File: src/rtl/hazard_pkg.sv
// Shared types for the pipeline hazard controller: forward selects, FSM states
// and the saturating performance-counter increment.
package hazard_pkg;

    typedef enum logic [1:0] {
        FWD_RD  = 2'b00,
        FWD_WB  = 2'b01,
        FWD_ALU = 2'b10
    } fwd_e;

    typedef enum logic [1:0] {
        RUN     = 2'b00,
        MEMWAIT = 2'b01,
        ERR     = 2'b10
    } state_e;

    localparam int unsigned PERF_W = 16;

    function automatic logic [PERF_W-1:0] sat_inc(input logic [PERF_W-1:0] val,
                                                   input logic              en);
        if (en && (val != '1)) begin
            return val + PERF_W'(1);
        end
        return val;
    endfunction

endpackage

File: src/rtl/fwd_sel.sv
// Single-operand forwarding compare: memory stage wins over writeback, and
// register 0 is never forwarded.
module fwd_sel
    import hazard_pkg::*;
#(
    parameter int unsigned WIDTH = 5
) (
    input  logic [WIDTH-1:0] rs,
    input  logic [WIDTH-1:0] rdm,
    input  logic [WIDTH-1:0] rdw,
    input  logic             regwritem,
    input  logic             regwritew,
    output fwd_e             fwd
);

    always_comb begin
        fwd = FWD_RD;
        if (rs != '0) begin
            if (regwritem && (rdm == rs)) begin
                fwd = FWD_ALU;
            end else if (regwritew && (rdw == rs)) begin
                fwd = FWD_WB;
            end
        end
    end

endmodule

File: src/rtl/hazard_ctrl.sv
// Pipeline hazard controller: operand forwarding, load-use/branch/memory-wait
// stalls and flushes, memory-timeout error and stall/flush performance counters.
module hazard_ctrl
    import hazard_pkg::*;
#(
    parameter int unsigned WIDTH       = 5,
    parameter int unsigned MEM_TIMEOUT = 15
) (
    input  logic             clk,
    input  logic             rst,
    input  logic [WIDTH-1:0] Rs1D,
    input  logic [WIDTH-1:0] Rs2D,
    input  logic [WIDTH-1:0] Rs1E,
    input  logic [WIDTH-1:0] Rs2E,
    input  logic [WIDTH-1:0] RdE,
    input  logic [WIDTH-1:0] RdM,
    input  logic [WIDTH-1:0] RdW,
    input  logic             RegWriteM,
    input  logic             RegWriteW,
    input  logic             LoadE,
    input  logic             PCSrcE,
    input  logic             MemReqM,
    input  logic             MemReadyM,
    input  logic             PerfClr,
    output logic [1:0]       ForwardAE,
    output logic [1:0]       ForwardBE,
    output logic             StallF,
    output logic             StallD,
    output logic             StallE,
    output logic             StallM,
    output logic             FlushD,
    output logic             FlushE,
    output logic             FlushW,
    output logic             MemErr,
    output logic [15:0]      StallCycles,
    output logic [15:0]      FlushCount
);

    localparam int unsigned WaitW = $clog2(MEM_TIMEOUT + 1);

    state_e                state_q, state_d;
    logic [WaitW-1:0]      wait_q, wait_d;
    logic [PERF_W-1:0]     stall_cnt_q, flush_cnt_q;
    fwd_e                  fwd_a, fwd_b;
    logic                  mem_stall, load_use, any_stall, any_flush;

    fwd_sel #(.WIDTH(WIDTH)) u_fwd_a (
        .rs        (Rs1E),
        .rdm       (RdM),
        .rdw       (RdW),
        .regwritem (RegWriteM),
        .regwritew (RegWriteW),
        .fwd       (fwd_a)
    );

    fwd_sel #(.WIDTH(WIDTH)) u_fwd_b (
        .rs        (Rs2E),
        .rdm       (RdM),
        .rdw       (RdW),
        .regwritem (RegWriteM),
        .regwritew (RegWriteW),
        .fwd       (fwd_b)
    );

    // Reset masks the selects so 11 can never escape, even while rst is held.
    assign ForwardAE = rst ? 2'b00 : fwd_a;
    assign ForwardBE = rst ? 2'b00 : fwd_b;

    assign mem_stall = (state_q != ERR) && MemReqM && !MemReadyM;
    assign load_use  = LoadE && (RdE != '0) && ((RdE == Rs1D) || (RdE == Rs2D));

    always_comb begin
        state_d = state_q;
        wait_d  = wait_q;
        unique case (state_q)
            RUN: begin
                wait_d = '0;
                if (mem_stall) state_d = MEMWAIT;
            end
            MEMWAIT: begin
                wait_d = wait_q + WaitW'(1);
                if (MemReadyM) begin
                    state_d = RUN;
                end else if (wait_d == WaitW'(MEM_TIMEOUT)) begin
                    state_d = ERR;
                end
            end
            ERR:     state_d = ERR;
            default: state_d = RUN;
        endcase
    end

    always_ff @(posedge clk or posedge rst) begin
        if (rst) begin
            state_q <= RUN;
            wait_q  <= '0;
        end else begin
            state_q <= state_d;
            wait_q  <= wait_d;
        end
    end

    // A branch seen during a memory stall stays in E (StallE) and flushes once it clears.
    always_comb begin
        StallF = 1'b0;
        StallD = 1'b0;
        StallE = 1'b0;
        StallM = 1'b0;
        FlushD = 1'b0;
        FlushE = 1'b0;
        FlushW = 1'b0;
        if (!rst) begin
            if (mem_stall || (state_q == ERR)) begin
                StallF = 1'b1;
                StallD = 1'b1;
                StallE = 1'b1;
                StallM = 1'b1;
                FlushW = 1'b1;
            end else if (PCSrcE) begin
                FlushD = 1'b1;
                FlushE = 1'b1;
            end else if (load_use) begin
                StallF = 1'b1;
                StallD = 1'b1;
                FlushE = 1'b1;
            end
        end
    end

    assign MemErr    = (state_q == ERR);
    assign any_stall = StallF | StallD | StallE | StallM;
    assign any_flush = FlushD | FlushE;

    always_ff @(posedge clk or posedge rst) begin
        if (rst) begin
            stall_cnt_q <= '0;
            flush_cnt_q <= '0;
        end else if (PerfClr) begin
            stall_cnt_q <= '0;
            flush_cnt_q <= '0;
        end else begin
            stall_cnt_q <= sat_inc(stall_cnt_q, any_stall);
            flush_cnt_q <= sat_inc(flush_cnt_q, any_flush);
        end
    end

    assign StallCycles = stall_cnt_q;
    assign FlushCount  = flush_cnt_q;

endmodule

File: config.mk
export PLATFORM = sky130hd
export DESIGN_NAME = hazard_ctrl
export DESIGN_NICKNAME = d
export VERILOG_FILES = /design/src/rtl/hazard_pkg.sv /design/src/rtl/fwd_sel.sv /design/src/rtl/hazard_ctrl.sv
export SDC_FILE = /design/constraint.sdc
export NUM_CORES = 1
export LEC_CHECK = 0
export BUFFER_PORTS_ARGS = -buffer_cell sky130_fd_sc_hd__clkbuf_2
export CAP_MARGIN = 20
export CORE_ASPECT_RATIO = 0.6
export CORE_UTILIZATION = 45
export DETAILED_ROUTE_END_ITERATION = 10
export MAX_ROUTING_LAYER = met4
export PLACE_DENSITY = 0.73
export SETUP_SLACK_MARGIN = 0.1
export SYNTH_ARGS = -nofsm -noshare
export SYNTH_HDL_FRONTEND = slang
export SYNTH_HIERARCHICAL = 1
export SYNTH_SLANG_ARGS = --single-unit
File: constraint.sdc
create_clock -name clk -period 3.1 [get_ports clk]
set_input_delay 0.775 -clock clk [delete_from_list [all_inputs] [get_ports clk]]
set_output_delay 0.775 -clock clk [all_outputs]
set_load 0.05 [all_outputs]
---- After elaboration in Yosys (flattened, before gate mapping) ----
Index checks and enable logic that the tools add are counted.
operators by class
  add/subtract/negate cells ............... 3
  eq/ne operators ......................... 14
  multiplexer cells ....................... 35
  bitwise logic cells ..................... 3
  reduce and logical (&&, ||, !) cells .... 21
operators by type and width
  kind                                                                   count
  16-bit 2-to-1 mux                                                      6
  16-bit by 1-bit adder with 16-bit output, second input constant        2
  16-bit != test, second input constant                                  2
  5-bit equality test                                                    6
  1-bit 2-to-1 mux                                                       18
  2-bit 2-to-1 mux                                                       9
  5-bit nonzero test                                                     3
  1-bit logical AND                                                      10
  4-bit case mux with 2 select lines                                     1
  2-bit case mux with 3 select lines                                     1
  2-bit nonzero test                                                     3
  4-bit by 1-bit adder with 4-bit output, second input constant          1
  4-bit equality test, second input constant                             1
  2-bit != test, second input constant                                   2
  3-bit != test, second input constant                                   1
  1-bit bitwise OR                                                       3
  2-bit by 1-bit equality test with 1-bit output, second input constant  1
  2-bit equality test, second input constant                             1
  2-bit zero test                                                        1
  1-bit logical OR                                                       2
  2-bit AND reduction                                                    1
  1-bit zero test                                                        1
word-level totals
  register bits after elaboration ......... 38
  input port bits ......................... 44
  output and inout bits ................... 44
  word-level logic and storage cells ...... 80

---- Logic depth before layout (Yosys ltp) ----
  depth after elaboration ................. 14
  gate-level depth with buffers ........... 10

---- By module ----
Netlist, hierarchy kept.
by module, submodules not included
  module       times used  cells an instance  area an instance (um^2)  seq. area each (um^2)
  hazard_ctrl  1           257                2307.2                   950.9
  fwd_sel      2           18                 132.6                    0.0

---- Worst setup path before layout ----
Ideal clock, no wire load.
  path type ............................... input port to output port
  from .................................... in RdE[4]
  to ...................................... out StallF
  data arrival time ....................... 2.982 ns
  data required time ...................... 2.325 ns
  setup slack ............................. -0.657 ns
  stages on the path ...................... 6
  buffers on the path ..................... 1
  path through ............................ xnor2_1 nand3_1 o22ai_2 nand2_1 o31ai_1 buf_4
between the ends
  longest elaborated chain between the ends .. 7
  elaborated cells between the ends (all ways) .. 10
RTL lines
  element                                                           RTL line           RTL
  start, declared                                                   hazard_ctrl.sv:15  input logic [WIDTH-1:0] RdE,
  5-bit equality test / 5-bit nonzero test (equally long branches)  hazard_ctrl.sv:70  assign load_use = LoadE && (RdE != '0) && ((RdE == Rs1D) || (RdE == Rs2D));
  1-bit logical OR / 1-bit logical AND (equally long branches)      hazard_ctrl.sv:70
  1-bit logical AND (*)                                             hazard_ctrl.sv:70
  1-bit 2-to-1 mux (*) (4 in a row)                                 --
  end, declared                                                     hazard_ctrl.sv:27  output logic StallF,
Every way passes the cells marked *; elsewhere a longest branch is shown, timed or not.

---- Final worst setup path ----
  from .................................... in RdE[1]
  to ...................................... out FlushE
between the ends
  longest elaborated chain between the ends .. 7
  elaborated cells between the ends (all ways) .. 10
RTL lines
  element                                                           RTL line            RTL
  5-bit equality test / 5-bit nonzero test (equally long branches)  hazard_ctrl.sv:70
  1-bit logical OR / 1-bit logical AND (equally long branches)      hazard_ctrl.sv:70
  1-bit logical AND (*)                                             hazard_ctrl.sv:70
  1-bit 2-to-1 mux (*)                                              hazard_ctrl.sv:122  end else if (load_use) begin
  1-bit 2-to-1 mux (*)                                              hazard_ctrl.sv:119  end else if (PCSrcE) begin
  1-bit 2-to-1 mux (*)                                              hazard_ctrl.sv:113  if (mem_stall || (state_q == ERR)) begin
  1-bit 2-to-1 mux (*)                                              hazard_ctrl.sv:112  if (!rst) begin
  end, declared                                                     hazard_ctrl.sv:32   output logic FlushE,
Marked as above.

==> metrics.md <==
| Metric | Value |
|---|---|
| Status | `finished clean` |
| H-tree Lvls | `2` |
| VDD IR max | `0.192 mV` |
| Register area | `951 um2` |
| Arrival @ worst endpoint | `2100 ps` |
| Initial antenna violation count | `0` |
| Starting Density | `0.487` |
| Gate Count Post-Synth | `293` |
| Routed vias | `2509` |
| IO buf count | `87` |
| Worst Path Required | `2320 ps` |
| First-pass GRT wire length | `10300 um` |
| Sequential-to-total area share from yosys stat | `0.370` |
| Synth Cell Area | `2570 um2` |
| Worst-Margin Slew | `652 ps` |
| Clock tree from TritonCTS | `built` |
| Die ar. | `6030 um2` |
| Final Critical Period | `2870 ps` |
| Ordered cell list for the critical path | `clkbuf_2, or4_1, o21a_1, a21oi_1, nor2b_1, clkbuf_2` |
| Crit path max-delay family | `simple AND/OR/NAND/NOR gates` |
| Synthesis-to-finish area growth | `24.7%` |
| Cell mode on critical path | `clkbuf_2` |
| Worst hold-check slack | `547 ps` |
| Starting DRT DRC Count | `94` |
| Crit share post-route | `0.927` |
| Slowest CP cell | `or4_1` |
| Placement Rows | `20` |
| Yosys top cell area share | `0.370` |
| Clock Latency Late Sink | `300 ps` |
| Synth Register Bits | `38` |
| Clock Sinks | `38` |
| Post-detail-place hpwl | `4790 um` |
| Worst Setup Start Kind | `input port` |
| Setup TNS | `0 ps` |
| Max Freq | `348 MHz` |
| Total chip power | `1.22 mW` |
| RSZ-0062 raised after global routing | `false` |
| Largest cells by area after synthesis | `dfrtp_1 37%, xnor2_1 7.5%, a21oi_1 5.3%, or3_1 4.4%, o21ai_1 3.5%` |
| Layout cells sized above 1 | `0.286` |
| Antenna cells | `0` |
| Nets | `425` |
| PwrDens | `382 nW/um2` |
| Area occupied by multi-input gates | `1520 um2` |
| Vias in the first global route | `2290` |
| Remaining DRCs | `0` |
| Clk buf depth | `2` |
| Clock root buffer | `clkbuf_8` |
| Number of enable flip-flop cells after synthesis | `0` |
| Final setup fails | `0` |
| Headroom to the max-slew limit | `0.565` |
| CTS buffer count | `5` |
| Hold_buf cts | `0` |
| Largest net degree at the start of global routing | `39` |
| CP peak stage delay | `510 ps` |
| Post-CTS sizing | `0` |
| Yosys cell types | `43` |
| Routability-driven placement congestion ratio | `0.849` |
| WS Path Type | `in2out` |
| Worst path bufs/invs | `2` |
| Biggest area consumer among synthesized cells | `dfrtp_1` |
| GRT overflow | `0` |
| Leading register cell type out of synthesis | `dfrtp_1` |
| Core area | `5280 um2` |
| Worst Skew | `10.0 ps` |
| Worst-path clk slew | `70 ps` |
| Die width | `99.6 um` |
| Drt first pass iters | `4` |
| Max-cap violation count | `0` |
| Chip Height | `60.6 um` |
| FILL cells | `462` |
| Number of synthesis warnings | `6` |
| Async SR Flop Fraction | `1.00` |
| Wirelength per Cell | `13.8 um` |
| Leakage | `1.44 nW` |
| Crit Path Max Fanout | `4` |
| Element type at the critical path end | `output pin` |
| GRT Overall Usage | `0.233` |
| ANT nets after route | `0` |
| Final hold violation count | `0` |
| Mapped Avg Cell Area | `8.78 um2` |
| Post-Syn Nets | `341` |
| Post-CTS Setup Bufs | `0` |
| Total Wirelength | `6290 um` |
| Via density | `5.51` |
| Final count of pins violating max slew | `0` |
| Hold Path Class | `reg2reg` |
| # IOs | `88` |
==> power by group <==
part / switching, mW / internal (mW) / leakage, nW
clock: 0.187 / 0.343 / 0.0714
combinational: 0.114 / 0.0697 / 0.837
sequential: 0.00819 / 0.501 / 0.527
==> state kept, by name, indices dropped and copies added (netlist names) <==
signal,flops
wait_q,4
state_q,2
StallCycles,16
FlushCount,16
==> worst reg2reg max path, cell delays in order (launching register included) <==
cell     delay (ps)
dfrtp_1         440
ha_1            290
nand3_1         110
nor4_1           80
nor4b_1         400
a21oi_2         120
buf_4           240
or4_1           490
a21oi_1         160
==> cell usage in the layout (no fill, tap or decap), types with 2 or more instances in the layout <==
cell,netlist,layout
mux2i_1,2,2
nor2b_1,7,7
buf_4,4,4
inv_1,7,6
or4_1,10,10
nand3_1,12,12
o21ba_1,2,2
clkbuf_8,0,6
o21ai_1,18,18
and3_1,5,5
nor3_1,3,3
xnor2_1,22,22
nor4_1,5,5
clkbuf_2,0,86
nor2_1,14,14
nand2b_1,4,4
nand2_1,22,22
nor4b_1,3,3
o31ai_1,8,7
bufinv_16,0,2
a21oi_1,27,27
or3_1,18,18
nand4_1,11,11
ha_1,4,4
dfrtp_1,38,38
xor2_1,10,10
o21a_1,2,2
and2_1,4,4
o21ai_0,5,4
and4_1,3,3
a22o_1,2,2
==> path summary, 6_finish.rpt <==
| check | from | endpoint | slack [ps] | cells past startpoint |
|---|---|---|---|---|
| max in group asynchronous | rst | FlushCount[7] | 1990 | 3 |
| worst max-delay path | RdE[1] | FlushE | 230 | 6 |
| worst min-delay path | wait_q[0] | wait_q[0] | 550 | 1 |
| min in group asynchronous | rst | StallCycles[0] | 770 | 3 |
| worst max register to register | StallCycles[0] | StallCycles[12] | 690 | 8 |
| worst min register to register | wait_q[0] | wait_q[0] | 550 | 1 |
==> Yosys cell counts (all sizes together) (5+ instances only) <==
cell   number
nor2b       7
nand4      11
o31ai       8
nor4        5
and3        6
xnor2      22
dfrtp      38
nand2      22
nand3      12
o21ai      23
xor2       10
buf        11
inv         8
or3        18
a21oi      28
nor2       14
or4        10
==> cell type report <==
| cell class | count | share of cell area |
|---|---|---|
| repair buffers | 91 | 0.146 |
| clock inverters | 2 | 0.0187 |
| inverters | 8 | 0.0105 |
| flip-flops and latches | 38 | 0.297 |
| well taps | 77 | 0.0300 |
| multi-input cells | 233 | 0.472 |
| clock buffers | 6 | 0.0258 |
==> metal layers <==
metal | vias to the layer above | track usage | part of all wire
met4 | 0 | 0.0672 | 0.012
li1 | 1244 | - | -
met3 | 8 | 0.0645 | 0.067
met5 | - | - | 0
met2 | 84 | 0.376 | 0.45
met1 | 1173 | 0.291 | 0.47
==> metrics by stage <==
step	instances	cell area (um2)	util	setup WS [ps]
6_report	455	3210	0.607	227
5_1_grt	455	3210	0.607	108
4_1_cts	455	3200	0.607	230
3_5_place_dp	447	3060	0.580	240
3_3_place_gp	447	3060	0.580	278
2_1_floorplan	293	2590	-	93.3
==> cell families after synthesis <==
group	synth area share
adder cells (fa/ha/maj)	0.0195
AO/OA/AOI/OAI	0.171
multiplexers	0.0122
flip-flops	0.370
buffers and inverters	0.0481
AND/OR/NAND/NOR	0.271
XOR/XNOR	0.109
(Power assumes the default switching activity.)
